**config.mk**
```make
export PLATFORM = sky130hd
export DESIGN_NAME = smul_sched
export DESIGN_NICKNAME = d
export VERILOG_FILES = /design/src/rtl/smul_sched.sv
export SDC_FILE = /design/constraint.sdc
export NUM_CORES = 1
export LEC_CHECK = 0
export BUFFER_PORTS_ARGS = -buffer_cell sky130_fd_sc_hd__buf_2
export CORE_ASPECT_RATIO = 0.75
export CORE_MARGIN = 5
export CORE_UTILIZATION = 48
export CTS_CLUSTER_SIZE = 40
export DETAILED_ROUTE_END_ITERATION = 7
export PLACE_DENSITY = 0.76
export SYNTH_ARGS = -nofsm -noshare
export SYNTH_HDL_FRONTEND = slang
export SYNTH_SLANG_ARGS = --single-unit
```
**constraint.sdc**
```tcl
create_clock -name clk -period 2.45 [get_ports clk]
set_clock_uncertainty 0.1 [all_clocks]
set_input_delay 0.49 -clock clk [delete_from_list [all_inputs] [get_ports clk]]
set_output_delay 0.49 -clock clk [all_outputs]
set_load 0.1 [all_outputs]
```
**src/rtl/smul_sched.sv**
```systemverilog
`timescale 1ns/1ps
`default_nettype none
// ============================================================================
//  Module   : smul_sched
//  Purpose  : Round-robin scheduler that time-shares one comparator/Sobol
//             stochastic multiplier between two operand requesters. Each job
//             is aligned to the multiplier's free-running sequence phase, the
//             output bitstream is counted over a 2^LOG_WIN cycle window and a
//             ones-count plus scaled product are returned with the owner id.
//  Revision : 1.0 - initial release
// ----------------------------------------------------------------------------
//  Ports
//    clk, rst_n               clock, asynchronous active-low reset (shared
//                             with the multiplier so the phase stays aligned)
//    reqN_valid/_a/_b         requester N operand pair offer
//    reqN_ready               requester N job accepted this cycle
//    mul_iA, mul_iB           operand bus to the multiplier
//    mul_loadA, mul_loadB     one-cycle operand load strobes
//    mul_oC                   multiplier output bitstream
//    res_valid/res_ready      result handshake
//    res_id                   requester that owns the result
//    res_cnt                  raw ones-count over the window
//    res_prod                 scaled (saturating) product
// ============================================================================
module smul_sched #(
    parameter int WIDTH   = 8,
    parameter int LOG_WIN = 16
) (
    input  logic               clk,
    input  logic               rst_n,
    input  logic               req0_valid,
    input  logic [WIDTH-1:0]   req0_a,
    input  logic [WIDTH-1:0]   req0_b,
    output logic               req0_ready,
    input  logic               req1_valid,
    input  logic [WIDTH-1:0]   req1_a,
    input  logic [WIDTH-1:0]   req1_b,
    output logic               req1_ready,
    output logic [WIDTH-1:0]   mul_iA,
    output logic [WIDTH-1:0]   mul_iB,
    output logic               mul_loadA,
    output logic               mul_loadB,
    input  logic               mul_oC,
    output logic               res_valid,
    input  logic               res_ready,
    output logic               res_id,
    output logic [LOG_WIN:0]   res_cnt,
    output logic [WIDTH-1:0]   res_prod
);

    typedef enum logic [1:0] {
        S_IDLE = 2'd0,
        S_ARM  = 2'd1,
        S_RUN  = 2'd2,
        S_DONE = 2'd3
    } state_t;

    localparam logic [LOG_WIN-1:0] C_PH_MAX = {LOG_WIN{1'b1}};
    localparam logic [LOG_WIN-1:0] C_PH_ONE = {{(LOG_WIN-1){1'b0}}, 1'b1};

    state_t              state_q;
    state_t              state_d;
    logic [LOG_WIN-1:0]  ph_q;
    logic [LOG_WIN-1:0]  ph_d;
    logic [LOG_WIN:0]    cnt_q;
    logic [WIDTH-1:0]    a_q;
    logic [WIDTH-1:0]    b_q;
    logic [WIDTH-1:0]    prod_q;
    logic                id_q;
    logic                rr_q;      // id served last; resets to 1 so req0 wins first
    logic                load_q;
    logic                valid_q;

    logic                w_ph_max;
    logic                w_grant0;
    logic                w_grant1;
    logic                w_accept;
    logic                w_res_hs;
    logic [LOG_WIN:0]    w_cnt_inc;
    logic [WIDTH-1:0]    w_prod_final;

    // ------------------------------------------------------------------
    // Arbitration and handshakes
    // ------------------------------------------------------------------
    assign ph_d     = ph_q + C_PH_ONE;
    assign w_ph_max = (ph_q == C_PH_MAX);

    // On contention the requester that was not served last wins.
    assign w_grant0 = req0_valid & (~req1_valid | rr_q);
    assign w_grant1 = req1_valid & (~req0_valid | ~rr_q);

    // Gated by rst_n so no ready leaks out while reset is held.
    assign req0_ready = rst_n & (state_q == S_IDLE) & w_grant0;
    assign req1_ready = rst_n & (state_q == S_IDLE) & w_grant1;
    assign w_accept   = req0_ready | req1_ready;
    assign w_res_hs   = valid_q & res_ready;

    // Count including the current sample; used for the last RUN cycle so the
    // product reflects the full window.
    assign w_cnt_inc    = cnt_q + {{LOG_WIN{1'b0}}, mul_oC};
    assign w_prod_final = w_cnt_inc[LOG_WIN] ? {WIDTH{1'b1}}
                                             : w_cnt_inc[LOG_WIN-1 -: WIDTH];

    // ------------------------------------------------------------------
    // Next-state decode
    // ------------------------------------------------------------------
    always_comb begin
        state_d = state_q;
        case (state_q)
            S_IDLE:  if (w_accept) state_d = S_ARM;
            // Loading at ph==MAX means the multiplier buffers hold the new
            // operands from ph==0, the start of its sequence.
            S_ARM:   if (w_ph_max) state_d = S_RUN;
            S_RUN:   if (w_ph_max) state_d = S_DONE;
            S_DONE:  if (w_res_hs) state_d = S_IDLE;
            default: state_d = S_IDLE;
        endcase
    end

    // ------------------------------------------------------------------
    // State, phase and registered outputs
    // ------------------------------------------------------------------
    always_ff @(posedge clk or negedge rst_n) begin
        if (!rst_n) begin
            state_q <= S_IDLE;
            ph_q    <= '0;
            cnt_q   <= '0;
            a_q     <= '0;
            b_q     <= '0;
            prod_q  <= '0;
            id_q    <= 1'b0;
            rr_q    <= 1'b1;
            load_q  <= 1'b0;
            valid_q <= 1'b0;
        end else begin
            state_q <= state_d;
            ph_q    <= ph_d;
            // Registered strobe: high exactly in the ARM cycle with ph==MAX.
            load_q  <= (state_d == S_ARM) && (ph_d == C_PH_MAX);
            valid_q <= (state_d == S_DONE);

            if (w_accept) begin
                a_q  <= req1_ready ? req1_a : req0_a;
                b_q  <= req1_ready ? req1_b : req0_b;
                id_q <= req1_ready;
            end

            case (state_q)
                S_ARM: begin
                    if (w_ph_max) begin
                        cnt_q <= '0;
                    end
                end
                S_RUN: begin
                    cnt_q <= w_cnt_inc;
                    if (w_ph_max) begin
                        prod_q <= w_prod_final;
                    end
                end
                S_DONE: begin
                    if (w_res_hs) begin
                        rr_q <= id_q;
                    end
                end
                default: begin
                end
            endcase
        end
    end

    assign mul_iA    = a_q;
    assign mul_iB    = b_q;
    assign mul_loadA = load_q;
    assign mul_loadB = load_q;
    assign res_valid = valid_q;
    assign res_id    = id_q;
    assign res_cnt   = cnt_q;
    assign res_prod  = prod_q;

endmodule
`default_nettype wire

```
# Word-level counts from Yosys, hierarchy flattened
# Index checks and enable logic that the tools add are counted.
# classes
eq_ne	8
add_sub_neg	2
reduce_logical	6
mux	10
n_bitwise	12
# ops
op	count
one-hot mux 17 bit (2 select lines)	1
equality test 16 bit, second input constant	2
2-to-1 mux 8 bit	3
adder 17 x 1 -> 17 bit	1
2-to-1 mux 17 bit	1
adder 16 x 1 -> 16 bit, second input constant	1
2-to-1 mux 2 bit	4
one-hot mux 2 bit (4 select lines)	1
AND 1 bit	6
equality test 2 bit, second input constant	3
AND reduction 2 bit	3
equality test 2 x 1 -> 1 bit, second input constant	2
NOT 1 bit	3
bitwise OR 1 bit	3
zero test 2 bit	1
inequality test 2 bit, second input constant	1
nonzero test 2 bit	1
logical AND 1 bit	1
# word_totals
regBits	63
input_bits	38

# Logic depth before layout (Yosys ltp)
# logic_depth
ltp_word	9
depth_mapped	9

# Worst setup path before layout
# No wires, ideal clock.
# synth_path
kind	register to output
from	reg state_q[1]
to	out req0_ready
path_buffers	2
path_slack_ps	-351
arrival_ps	2211
path_stages_with_launch	6
cell_sequence	dfrtp_1 > clkbuf_1 > nor3b_1 > nand3_1 > clkinv_1 > clkbuf_1
# synth_between
elab_chain_cells	3
# synth_lines
item	line_no	rtl
from (decl)	61	state_t state_q;
from (signal assigned)	136	state_q <= state_d;
zero test 2 bit	93	assign req0_ready = rst_n & (state_q == S_IDLE) & w_grant0;
AND 1 bit (2 in a row)	93	
to (decl)	34	output logic req0_ready,
# Every way passes these cells.

# Worst setup path after layout
# layout_path
from	reg ph_q[0]
to	reg load_q, in the netlist mul_loadA
# layout_between
elab_chain_cells	5
elab_cells_between_ends	8
cone_classes	add/sub: 1; eq/ne: 3; mux: 3; reduce/logical: 1
# layout_lines
item	line_no	rtl
from (decl)	63	logic [LOG_WIN-1:0] ph_q;
from (signal assigned)	137	ph_q <= ph_d;
branches (longest 4 deep; another with adder 16 x 1 -> 16 bit)	--	
logical AND 1 bit *	139	load_q <= (state_d == S_ARM) && (ph_d == C_PH_MAX);
to (signal assigned)	139	
to (decl)	71	logic load_q;
# Mark *: on every way between the ends.
# A chain may end at the register's enable or synchronous reset.

==> impl_metrics.env <==
export IMPL_synth_area_leaders="sky130_fd_sc_hd__dfrtp_1, sky130_fd_sc_hd__nand2_1, sky130_fd_sc_hd__nand4_1"
export IMPL_count_of_buffering_cells_on_the_critical_path_with_inverters_included=0
export IMPL_port_buffers=84
export IMPL_crit_reg2reg_launch="ph_q[0]"
export IMPL_layout_nets=477
export IMPL_num_fill_cells=593
export IMPL_power_density_mw_per_mm2=632
export IMPL_cts_htree_levels=3
export IMPL_ctsRootBufferMaster="sky130_fd_sc_hd__clkbuf_8"
export IMPL_grt_use_total_pct=19.4
export IMPL_max_freq_mhz=436
export IMPL_tritoncts_clock_tree="done"
export IMPL_layoutNonFillerInstCount=524
export IMPL_dr_total_vias=2873
export IMPL_synth_nets=393
export IMPL_rows=26
export IMPL_die_height_um=81.4
export IMPL_critPathLaunch="ph_q[0]"
export IMPL_timing_final_max_slew_violations=0
export IMPL_synthDominantAreaCellType="sky130_fd_sc_hd__dfrtp_1"
export IMPL_hpwl_detailed_um=5820
export IMPL_grt_pass1_vias=2796
export IMPL_antenna_violating_nets_post_route=0
export IMPL_list_of_most_frequent_post_synthesis_cells="sky130_fd_sc_hd__dfrtp_1, sky130_fd_sc_hd__nand2_1, sky130_fd_sc_hd__nor2_1"
export IMPL_run_status="finished, final reports clean"
export IMPL_post_synth_top_count_cell="sky130_fd_sc_hd__dfrtp_1"
export IMPL_number_of_antenna_violations_at_the_first_check_in_global_routing=1
export IMPL_min_delay_worst_type="in2async"
export IMPL_clock_latency_reported_for_the_late_side_of_the_worst_skew_pair_ps=340
export IMPL_worstRegToRegCells=5
export IMPL_leakagePower_nw=1.87
export IMPL_post_synth_num_cell_types=52
export IMPL_synthesis_area_per_instance_um2=9.29
export IMPL_endpoint_kind="flop"
export IMPL_syn_inst=351
export IMPL_pin_count=85
export IMPL_critical_path_reg2reg_endpoint="mul_loadA"
export IMPL_drt_iter0_drc=111
export IMPL_share_of_final_layout_standard_cells_stronger_than_drive_strength_1_pct=29.8
export IMPL_grt_start_max_net_pins=64
export IMPL_critPathSlowestCell="sky130_fd_sc_hd__or4b_2"
export IMPL_global_route_wire_length_before_repair_um=13300
export IMPL_syn2layout_area_growth_pct=22.0
export IMPL_dieArea_mm2=0.00856
export IMPL_total_wire_length_um=8040
export IMPL_worstSetupPathType="reg2reg"
export IMPL_netlist_area_leader_share_pct=47.6
export IMPL_start_kind="flop"
export IMPL_postSynthRegisterBits=63
export IMPL_yosysSeqAreaShare_pct=48.4
export IMPL_max_slew_margin_rel_pct=47.4
export IMPL_worst_endpoint_required_ps=2600
export IMPL_asyncSetResetFlopFracSynth_pct=100
export IMPL_synth_edff_count=0
export IMPL_cts_inserted_buffers=9
export IMPL_numClockSinks=63
export IMPL_cts_reportedPaths_clkPinSlew_ps=70
export IMPL_floorplan_initialDensity_pct=48.6
export IMPL_crit_chain="ha_1 > or4b_2 > a21o_1 > a221o_1 > nor4_2"
export IMPL_finalWorstPathRequiredPeriod_ps=2290
export IMPL_synthesis_area_mm2=0.00326
export IMPL_timing_reg2reg_setup_slack_ps=160
export IMPL_drtPass1Iterations=4
export IMPL_rsz0062_at_grt="false"
export IMPL_min_period_over_period_pct=93.5
export IMPL_grt_overflow_total=0
export IMPL_yosysWarnings=0
export IMPL_drcViolationCount=0
export IMPL_place_congestion=0.848
export IMPL_worst_pin_slew_ps=789
export IMPL_antenna_cells=0
export IMPL_dp_cells=508
export IMPL_finalPower_mw=2.51
export IMPL_cts_hold_buffers_added=0
export IMPL_cap_viol_max_count=0
export IMPL_clock_tree_buffer_depth=2
export IMPL_detail_route_vias_per_cell=5.48
export IMPL_core_mm2=0.00670
export IMPL_worstPathArrival_ps=2440
export IMPL_routedWlPerCell_um=15.4
export IMPL_max_vdd_ir_drop_mv=0.606
export IMPL_x_dimension_of_the_die_um=105
export IMPL_timing_final_hold_violations=0
export IMPL_critPathTopFamily="simple AND/OR/NAND/NOR gates"
export IMPL_critPathMaxFanout=5
export IMPL_yosys_most_used_dff="sky130_fd_sc_hd__dfrtp_1"
export IMPL_critical_path_max_stage_delay_ps=640
export IMPL_finalSetupViolations=0
[worst register-to-register path: cells and delay by family (launching register included)]
| kind | cells | cell delay [ps] |
|---|---|---|
| AND/OR/NAND/NOR | 2 | 880 |
| AO/OA/AOI/OAI | 2 | 560 |
| flip-flops | 1 | 420 |
| adder cells (fa/ha/maj) | 1 | 250 |
[worst max-delay path by stage]
stage / end / slack [ps] / cells after the start
after global routing: res_cnt[13] / 30 / 6
after CTS: mul_loadA / 140 / 5
final: mul_loadA / 160 / 5
after detailed placement: res_cnt[11] / -100 / 6
after floorplan: res_prod[7] / 4 / 8
after global placement: res_cnt[11] / 30 / 6
[flip-flops by register name, indices dropped and copies added, names as in the netlist]
register and cells:
res_valid 1, ph_q 16, rr_q 1, res_prod 8, mul_iA 8, state_q 2
res_id 1, res_cnt 17, mul_iB 8, mul_loadA 1
[cell usage in the layout, fill, tap and decap left out, types with 11 or more instances in the layout]
cell / n
sky130_fd_sc_hd__buf_4: 12
sky130_fd_sc_hd__xnor2_1: 14
sky130_fd_sc_hd__o21ai_0: 21
sky130_fd_sc_hd__nor2_1: 29
sky130_fd_sc_hd__buf_2: 82
sky130_fd_sc_hd__dfrtp_1: 53
sky130_fd_sc_hd__nand3_1: 11
sky130_fd_sc_hd__nand2_1: 50
sky130_fd_sc_hd__a21oi_1: 11
sky130_fd_sc_hd__a31oi_1: 18
sky130_fd_sc_hd__nand4_1: 20
[logic make-up (layout without fill, tap and decap cells)]
logic type	count (synthesis)	after routing	synth area share, %
flip-flops	63	63	48.4
AO/OA/AOI/OAI	79	79	15.4
buffers and inverters	33	122	4.26
AND/OR/NAND/NOR	148	148	23.7
multiplexers	4	4	1.31
XOR/XNOR	20	20	5.37
adder cells (fa/ha/maj)	4	4	1.54
[metal layers]
metal  part of all wire [%]  wire [um]  global-route usage (%)
met1                     46       3660                    25.0
met2                     47       3820                    32.0
met3                    5.7        458                    5.32
met4                    1.1         85                    6.13
met5                   0.22         18                       0
[power breakdown]
group	total (mW)	switching, mW	internal (mW)
clock network	0.758	0.396	0.363
logic	0.625	0.529	0.0961
registers	1.13	0.0320	1.10
total	2.51	0.956	1.56
[through the flow]
stage | instance area (um^2) | hold slack, ps | setup TNS (ps) | utilization [%] | setup WS [ps]
after detailed placement | 3810 | 375 | -606 | 56.9 | -98.2
after global placement | 3810 | 369 | 0 | 56.9 | 33.6
after global routing | 3980 | 285 | 0 | 59.3 | 34.8
final | 3980 | 292 | 0 | 59.3 | 159
after CTS | 3980 | 285 | 0 | 59.3 | 143
after floorplan | 3270 | 94.4 | 0 | - | 4.37
[timing repair]
action                     4_1_cts  5_1_grt
setup endpoints to repair       13        0
resized for setup                1        0
setup buffers                    0        0
[layout make-up]
class	instances	area [um^2]	share of cell area [%]
Clock inverter	4	22.5	0.566
Inverter	10	37.5	0.944
Tap cell	84	105	2.64
Multi-Input combinational cell	255	1550	38.9
Sequential cell	63	1590	40.0
Timing Repair Buffer	96	541	13.6
Clock buffer	12	135	3.40
No activity file was read; power rests on OpenSTA's default activity.
